## src/rtl/bus_addr_decode.sv

```systemverilog
// -----------------------------------------------------------------------------
// bus_addr_decode
//
// Front end of the MEM_IO memory/IO model. It sits between the 8088
// multiplexed bus and the MEM_IO instances. The block:
//   - latches the 20-bit address when ALE is high;
//   - decodes that address into one of four chip selects;
//   - forwards registered copies of the bus controls and the write data;
//   - returns read data to the CPU;
//   - tracks each bus cycle with a small FSM and keeps a sticky protocol-error
//     flag.
//
// Ports
//   CLK        clock; all state changes on the rising edge
//   RESET      synchronous, active-high; aborts any cycle in progress
//   ALE        address latch enable from the CPU
//   IOM        1 = I/O cycle, 0 = memory cycle
//   RD, WR     active-low read and write strobes
//   AD_in      multiplexed AD[7:0]: address low byte, or write data
//   A_hi       upper address bits A[19:8]
//   mem_rdata  OR of the MEM_IO data_out buses
//   AD_out     read data returned to the CPU
//   AD_OE      drive enable for AD_out
//   ALE_q      ALE delayed by one clock
//   IOM_q      IOM delayed by one clock
//   RD_q       RD delayed by one clock (active-low)
//   WR_q       WR delayed by one clock (active-low)
//   Address    latched address
//   wdata      write data for MEM_IO
//   CS1..CS4   chip selects; at most one is asserted
//   bus_err    sticky protocol-error flag, cleared only by RESET
// -----------------------------------------------------------------------------
module bus_addr_decode #(
   parameter int                    ADDR_WIDTH = 20,
   parameter int                    DATA_WIDTH = 8,
   parameter logic [15:0]           IO1_BASE   = 16'hFF00,
   parameter logic [15:0]           IO2_BASE   = 16'h1C00,
   parameter logic [ADDR_WIDTH-1:0] MEM_SPLIT  = 20'h80000
) (
   input  logic                  CLK,
   input  logic                  RESET,
   input  logic                  ALE,
   input  logic                  IOM,
   input  logic                  RD,
   input  logic                  WR,
   input  logic [DATA_WIDTH-1:0] AD_in,
   input  logic [ADDR_WIDTH-9:0] A_hi,
   input  logic [DATA_WIDTH-1:0] mem_rdata,
   output logic [DATA_WIDTH-1:0] AD_out,
   output logic                  AD_OE,
   output logic                  ALE_q,
   output logic                  IOM_q,
   output logic                  RD_q,
   output logic                  WR_q,
   output logic [ADDR_WIDTH-1:0] Address,
   output logic [DATA_WIDTH-1:0] wdata,
   output logic                  CS1,
   output logic                  CS2,
   output logic                  CS3,
   output logic                  CS4,
   output logic                  bus_err
);

   typedef enum logic [2:0] {
      S_IDLE,
      S_ADDR,
      S_WAIT,
      S_STROBE,
      S_END
   } state_t;

   state_t                  state_q, state_d;
   logic [ADDR_WIDTH-1:0]   addr_q;
   logic [3:0]              cs_q;          // bit 0 = CS1 ... bit 3 = CS4
   logic                    ale_dly_q, iom_dly_q, rd_dly_q, wr_dly_q;
   logic [DATA_WIDTH-1:0]   wdata_q, rdata_q;
   logic                    err_q;

   logic [ADDR_WIDTH-1:0]   new_addr;
   logic [3:0]              cs_dec;
   logic                    strobe_any;
   logic                    collide;
   logic                    wr_eff;
   logic                    err_set;
   logic                    cs_clr;

   // ---------------------------------------------------------------------
   // Address assembly and decode. The decode uses the incoming address so
   // that the chip selects are registered on the same edge as Address.
   // ---------------------------------------------------------------------
   assign new_addr = {A_hi, AD_in[7:0]};

   always_comb begin
      cs_dec = 4'b0000;
      if (IOM) begin
         cs_dec[0] = (new_addr[15:4] == IO1_BASE[15:4]);
         // CS1 wins if the two windows are ever set up to overlap, which keeps
         // the chip selects one-hot.
         cs_dec[1] = (new_addr[15:9] == IO2_BASE[15:9]) && !cs_dec[0];
      end else begin
         cs_dec[2] = (new_addr < MEM_SPLIT);
         cs_dec[3] = !cs_dec[2];
      end
   end

   // If RD and WR are both low, the cycle is treated as a read. The write
   // path (wdata capture and WR_q) is suppressed for that clock.
   assign strobe_any = !RD || !WR;
   assign collide    = !RD && !WR;
   assign wr_eff     = !WR && RD;

   // ---------------------------------------------------------------------
   // Bus-cycle FSM
   // ---------------------------------------------------------------------
   always_comb begin
      state_d = state_q;
      err_set = collide;
      cs_clr  = 1'b0;
      case (state_q)
         S_IDLE: begin
            if (ALE) begin
               state_d = S_ADDR;
            end else if (strobe_any) begin
               // A strobe with no address phase: flag it and stay idle.
               err_set = 1'b1;
            end
         end
         S_ADDR: begin
            // If ALE stays high, the FSM keeps re-latching in ADDR. This is not
            // an error.
            if (!ALE) state_d = S_WAIT;
         end
         S_WAIT: begin
            if (ALE) begin
               state_d = S_ADDR;
               err_set = 1'b1;
            end else if (strobe_any) begin
               state_d = S_STROBE;
            end
         end
         S_STROBE: begin
            if (ALE) begin
               state_d = S_ADDR;
               err_set = 1'b1;
            end else if (!strobe_any) begin
               state_d = S_END;
            end
         end
         S_END: begin
            if (ALE) begin
               state_d = S_ADDR;
               err_set = 1'b1;
            end else begin
               state_d = S_IDLE;
               cs_clr  = 1'b1;
            end
         end
         default: state_d = S_IDLE;
      endcase
   end

   // ---------------------------------------------------------------------
   // Registers
   // ---------------------------------------------------------------------
   always_ff @(posedge CLK) begin
      if (RESET) begin
         state_q   <= S_IDLE;
         addr_q    <= '0;
         cs_q      <= 4'b0000;
         ale_dly_q <= 1'b0;
         iom_dly_q <= 1'b0;
         rd_dly_q  <= 1'b1;
         wr_dly_q  <= 1'b1;
         wdata_q   <= '0;
         rdata_q   <= '0;
         err_q     <= 1'b0;
      end else begin
         state_q   <= state_d;
         ale_dly_q <= ALE;
         iom_dly_q <= IOM;
         rd_dly_q  <= RD;
         wr_dly_q  <= !wr_eff;
         if (ALE) begin
            addr_q <= new_addr;
            cs_q   <= cs_dec;
         end else if (cs_clr) begin
            cs_q   <= 4'b0000;
         end
         if (wr_eff) wdata_q <= AD_in;
         if (!RD)    rdata_q <= mem_rdata;
         if (err_set) err_q <= 1'b1;
      end
   end

   // ---------------------------------------------------------------------
   // Outputs
   // ---------------------------------------------------------------------
   assign AD_OE   = (state_q == S_STROBE) && !rd_dly_q && (cs_q != 4'b0000);
   assign AD_out  = rdata_q;
   assign ALE_q   = ale_dly_q;
   assign IOM_q   = iom_dly_q;
   assign RD_q    = rd_dly_q;
   assign WR_q    = wr_dly_q;
   assign Address = addr_q;
   assign wdata   = wdata_q;
   assign CS1     = cs_q[0];
   assign CS2     = cs_q[1];
   assign CS3     = cs_q[2];
   assign CS4     = cs_q[3];
   assign bus_err = err_q;

endmodule
```

## config.mk

```make
export PLATFORM = sky130hd
export DESIGN_NAME = bus_addr_decode
export DESIGN_NICKNAME = d
export VERILOG_FILES = /design/src/rtl/bus_addr_decode.sv
export SDC_FILE = /design/constraint.sdc
export NUM_CORES = 1
export LEC_CHECK = 0
export BUFFER_PORTS_ARGS = -buffer_cell sky130_fd_sc_hd__buf_2
export CORE_MARGIN = 2
export CORE_UTILIZATION = 46
export CTS_BUF_LIST = sky130_fd_sc_hd__clkbuf_4 sky130_fd_sc_hd__clkbuf_8 sky130_fd_sc_hd__clkbuf_16
export DETAILED_ROUTE_END_ITERATION = 8
export MAX_ROUTING_LAYER = met4
export PLACE_DENSITY = 0.79
export SLEW_MARGIN = 25
export SYNTH_ARGS = -nofsm -noshare
export SYNTH_HDL_FRONTEND = slang
export SYNTH_SLANG_ARGS = --single-unit
```

## constraint.sdc

```tcl
create_clock -name CLK -period 1.4 [get_ports CLK]
set_input_delay 0.07 -clock CLK [delete_from_list [all_inputs] [get_ports CLK]]
set_output_delay 0.07 -clock CLK [all_outputs]
set_load 0.005 [all_outputs]
```

==> out/results.ini, run 1 <==
[sta]
period_needed_ns=1.261
max_slew.worst_pin.slew_ns=0.4109
slew_viol_final=0
slew_headroom=0.7261
fmax_ghz=0.7933
final.setup_skew_ns=0.001236
rsz0062_at_grt=no
setup_violations=0
hold_viol=0
final.setup.tns_ns=0
fin_crit_sh=0.9004

[final_layout]
drive_above_1_share=0.3619
final_cell_mix=buf_2 (79), dfxtp_1 (47), nor2_1 (36), mux2i_1 (28), nand2_1 (20)
final_common_cell=buf_2
fin_cells=316
num_antenna_cells=0
multi_input_comb_area_um2=753.2
area_delta_synth_final_pct=34.26
final_area_mm2=0.002369
final_nets=301
fillers=333
register_area_um2=962.2

[die]
die_height_um=65.93
start_util=0.4819
fp.dieW_um=65.93
coreArea_mm2=0.003661
rows=22
io_pins=80
die-area_mm2=0.004347

[place]
numPlacedInstances=304
place.gp.congestion=0.8979
dp_hpwl_um=3056
io_buffers=79
placed_cell_area_mm2=0.002205

[setup_path]
crit_required_ns=1.33
arrival_ns=1.19
critical_path_class=reg -> out
reg2reg_slack_ns=0.22
reg2reg_depth=2
critPathLaunchType=register
r2r-end=cs_q[3]
endpoint_kind=output pin
critPathMaxFanout=5
r2r-start=state_q[2]

[clocking]
clock_latency_ns=0.29
cts_root_buf=clkbuf_8
clock_sinks=48
clockBufferDepth=2
htreeDepth=2
clkTransAtPathRegs_ns=0.08
post_cts_buffers=0
cts_made_buffers=5
cts_tree=built

[status]
status=finished clean

[drt]
routed_wl_um=4044
drt-initial-drc-count=76
firstDrtPassIters=4
vias=1539
routedWlPerCell_um=12.80
drc=0
vias_per_cell=4.870
antenna_left=0

[min_path]
min_to=AD_out[4]
holdCritPathClass=in -> reg
worstHoldStart=mem_rdata[4]
whs_path_depth=3

[synth]
ys_seq_elements=48
yosys_warnings=0
avgSynthCellArea_um2=9.588
synthesis.nets=218
ys_types=29
synthesis.area_mm2=0.001764
seq_area_frac_synth=0.5447
synthCells=184

[global_routing]
first_global_vias=1432
grtUsageTotal=0.2057
grt_max_degree=22
grt_overflow_total=0
grt_pass1_wl_um=6513
grt_antenna_before_repair=0

[power]
p_per_area_mw_per_mm2=1172
power.total_mw=2.777
cellLeakagePower_nw=1.180
max-vdd-ir-drop_mv=0.7624

[run]
maxCapViolations=0

==> Yosys cell counts <==
library cell | number | share of area
clkbuf_1 | 4 | 0.0085
and4_1 | 1 | 0.0050
buf_4 | 4 | 0.017
a32o_1 | 1 | 0.0057
and2b_2 | 1 | 0.0050
nand4_1 | 1 | 0.0035
a21oi_1 | 10 | 0.028
o21ai_0 | 3 | 0.0085
nor2b_1 | 3 | 0.011
nor3_1 | 3 | 0.0085
or2_2 | 1 | 0.0035
buf_1 | 2 | 0.0043
a311oi_1 | 1 | 0.0050
mux2i_1 | 28 | 0.16
or3b_4 | 1 | 0.0064
nor2_1 | 36 | 0.077
nand2_1 | 20 | 0.043
nand3_1 | 3 | 0.0085
nor4_1 | 2 | 0.0071
nand4b_1 | 1 | 0.0050
a31oi_1 | 1 | 0.0035
buf_2 | 1 | 0.0028
a22oi_1 | 1 | 0.0043
nand2b_1 | 2 | 0.0071
o31ai_1 | 1 | 0.0043
dfxtp_1 | 48 | 0.54
nor3b_1 | 2 | 0.0085
and2b_1 | 1 | 0.0043
inv_1 | 1 | 0.0021
==> repair_timing <==
item,4_1_cts,5_1_grt
endpoints found under the setup margin,0,1
endpoints found under the hold margin,4,0
gates resized for setup,0,3
hold buffers,4,0
==> logic make-up after synthesis <==
| logic type | after synthesis | synth area share |
|---|---|---|
| buffers and inverters | 12 | 0.03475 |
| multiplexers | 28 | 0.1589 |
| AND/OR/NAND/NOR | 78 | 0.2021 |
| AO/OA/AOI/OAI | 18 | 0.05958 |
| flip-flops | 48 | 0.5447 |
==> state kept, by name, indices dropped and copies added (netlist names) <==
name	cells
wdata	8
ALE_q	1
cs_q	4
IOM_q	1
WR_q	1
RD_q	1
bus_err	1
Address	20
AD_out	8
state_q	3
==> cell type report <==
type / instances / share of cell area
flip-flops and latches: 48 / 0.4062
multi-input cells: 124 / 0.3180
repair buffers: 87 / 0.2018
clock buffers: 6 / 0.03222
well taps: 48 / 0.02536
clock inverters: 2 / 0.01479
inverters: 1 / 0.001585
==> routing by layer <==
metal	wire length (µm)	GRT usage	part of all wire
met4	97	0.08929	0.024
met2	2025	0.3346	0.50
met1	1715	0.2393	0.42
met3	205	0.05622	0.051
met5	0	-	0
==> power breakdown <==
| group | internal, mW | switching (mW) |
|---|---|---|
| Clock | 0.549 | 0.427 |
| Sequential | 1.44 | 0.0362 |
| Combinational | 0.166 | 0.162 |
| Total | 2.15 | 0.626 |
==> per-stage QoR <==
step                setup slack [ns]  utilization  hold slack (ns)
floorplan                     0.3028            -           0.1982
global placement              0.2850       0.6022           0.2983
detailed placement            0.2515       0.6022           0.3110
CTS                          0.08244       0.6435        0.0009465
global route                 0.04293       0.6470          0.01447
finish                        0.1394       0.6470         0.006903
==> critical path, stage by stage, from the launching register on <==
cell     delay (ns)
dfxtp_1        0.38
and2b_2        0.25
nand2_1        0.10
nor3_2         0.04
buf_2          0.13
==> how the worst max path moves through the flow <==
stage                from      end  slack (ns)  depth (start not counted)
2_1_floorplan  state_q[0]  cs_q[3]        0.30                          2
3_3_place_gp   state_q[0]  cs_q[3]        0.29                          2
3_5_place_dp   state_q[2]  cs_q[3]        0.25                          2
4_1_cts           cs_q[0]    AD_OE        0.08                          3
5_1_grt        state_q[2]    AD_OE        0.04                          4
6_report       state_q[2]    AD_OE        0.14                          4
No activity file was read; power rests on OpenSTA's default activity.
==> run 2: changes to the inputs <==
--- a/config.mk
+++ b/config.mk
@@ -10,6 +10,7 @@
 export CORE_UTILIZATION = 46
 export CTS_BUF_LIST = sky130_fd_sc_hd__clkbuf_4 sky130_fd_sc_hd__clkbuf_8 sky130_fd_sc_hd__clkbuf_16
 export DETAILED_ROUTE_END_ITERATION = 8
+export HOLD_SLACK_MARGIN = 0.03
 export MAX_ROUTING_LAYER = met4
 export PLACE_DENSITY = 0.79
 export SLEW_MARGIN = 25
==> out/results.ini, run 2 (synthesis gave the netlist of run 1 again) <==
[status]
status=finished clean

[sta]
final.setup_skew_ns=0.002400  ; +0.001163 ns
fin_ws_ns=0.1366  ; -0.002808 ns
final.setup.tns_ns=0  ; unchanged
setup_violations=0  ; unchanged
fin_crit_sh=0.9024  ; +0.002006
period_needed_ns=1.263  ; +0.002808 ns
slew_viol_final=0  ; unchanged
hold_viol=0  ; unchanged
rsz0062_at_grt=no
fmax_ghz=0.7915  ; -0.22%
slew_headroom=0.7224  ; -0.003682
max_slew.worst_pin.slew_ns=0.4164  ; +0.005523 ns

[drt]
antenna_left=0  ; unchanged
drt-initial-drc-count=122  ; +61%
routed_wl_um=4454  ; +10%
firstDrtPassIters=4  ; unchanged
drc=0  ; unchanged
routedWlPerCell_um=13.38  ; +4.5%
vias_per_cell=4.874  ; about the same
vias=1623  ; +5.5%

[final_layout]
final_common_cell=buf_2
area_delta_synth_final_pct=43.90
final_nets=318  ; +5.6%
largest_reg_flops=20  ; unchanged
register_area_um2=962.2  ; unchanged
fillers=304  ; -8.7%
multi_input_comb_area_um2=753.2  ; unchanged
final_cell_mix=buf_2 (79), dfxtp_1 (47), nor2_1 (36), mux2i_1 (28), dlygate4sd3_1 (21)
drive_above_1_share=0.3404  ; -0.02159
num_antenna_cells=0  ; unchanged

[clocking]
cts_tree=built
cts_root_buf=clkbuf_8
clock_sinks=48  ; unchanged
post_cts_buffers=0  ; unchanged
clockBufferDepth=2  ; unchanged
cts_made_buffers=5  ; unchanged
htreeDepth=2  ; unchanged
clock_latency_ns=0.30  ; about the same
clkTransAtPathRegs_ns=0.08  ; about the same

[power]
p_per_area_mw_per_mm2=1111  ; -5.2%
combPwrFrac=0.132  ; +0.014
p_int_mw=2.182  ; +1.4%
p_sw_uw=638.8  ; +2.1%
cellLeakagePower_nw=1.251  ; +6.0%
p_seq_frac=0.522  ; -0.008
power.share.clock=0.346  ; -0.006
switching_share=0.2264  ; +0.001111
max-vdd-ir-drop_mv=0.8515  ; +12%

[global_routing]
grt_antenna_before_repair=0  ; unchanged
first_global_vias=1519  ; +6.1%
grt_max_degree=22  ; unchanged
grt_overflow_total=0  ; unchanged
grt_pass1_wl_um=7093  ; +8.9%
grtUsageTotal=0.2261  ; +0.02043

[die]
start_util=0.4819  ; unchanged
coreArea_mm2=0.003661  ; unchanged
die_height_um=65.93  ; unchanged
die-area_mm2=0.004347  ; unchanged
rows=22  ; unchanged
fp.dieW_um=65.93  ; unchanged
io_pins=80  ; unchanged

[place]
preCtsSetupSlack_ns=0.2515  ; unchanged
io_buffers=79  ; unchanged
place.gp.congestion=0.8979  ; unchanged
dp_hpwl_um=3056  ; unchanged

[min_path]
whs_path_depth=3  ; unchanged
holdCritPathClass=in -> reg

[setup_path]
reg2reg_slack_ns=0.23  ; about the same
crit_required_ns=1.33  ; about the same
arrival_ns=1.19  ; about the same
critical_path_class=reg -> out
critPathLaunchType=register
endpoint_kind=output pin
reg2reg_depth=2  ; unchanged
critPathMaxFanout=5  ; unchanged

[run]
maxCapViolations=0  ; unchanged

-- run 2: what timing repair did --
item / in CTS / in global routing
hold buffers: 21 / 0
gates resized for setup: 0 / 3
hold endpoints to repair: 22 / 0
setup endpoints to repair: 0 / 1
-- run 2: final cells by class --
type / instances / share of cell area
Multi-Input combinational cell: 124 / 0.2967
Tap cell: 48 / 0.02366
Clock buffer: 6 / 0.03006
Inverter: 1 / 0.001479
Timing Repair Buffer: 104 / 0.2553
Sequential cell: 48 / 0.3790
Clock inverter: 2 / 0.01380
-- run 2: per-stage QoR --
stage               cell area (µm²)  cells  power (mW)  hold WS (ns)  utilization
finish                         2539    333       2.821       0.04219       0.6934
detailed placement             2205    304       1.824        0.3110       0.6022
global route                   2539    333       2.951       0.04001       0.6934
CTS                            2526    333       2.850       0.03330       0.6900
global placement               2205    304       1.814        0.2983       0.6022
floorplan                      1764    184       1.666        0.1982            -
-- run 2: worst paths after layout --
path,startpoint,end
max,state_q[2],AD_OE
min,AD_in[4],wdata[4]
max reg2reg,state_q[2],cs_q[3]
min reg2reg,wdata[4],wdata[4]
-- run 2: critical path, stage by stage, from the launching register on --
cell and delay, ns:
dfxtp_1 0.38, and2b_2 0.25, nand2_1 0.10, nor3_2 0.04, buf_2 0.13
-- run 2: layer usage --
metal / up-vias / track usage / wire [µm]
met2: 60 / 0.3750 / 2354
met1: 735 / 0.2599 / 1789
li1: 819 / - / -
met4: 0 / 0.09949 / 85
met5: - / - / 0
met3: 9 / 0.05622 / 223
-- run 2: power groups by stage --
stage | clock, mW | combinational, mW | sequential [mW]
after floorplan | 0 | 0.157 | 1.51
after global placement | 0 | 0.314 | 1.50
after detailed placement | 0 | 0.320 | 1.50
after CTS | 1.01 | 0.366 | 1.47
after global routing | 1.06 | 0.410 | 1.48
final | 0.977 | 0.371 | 1.47
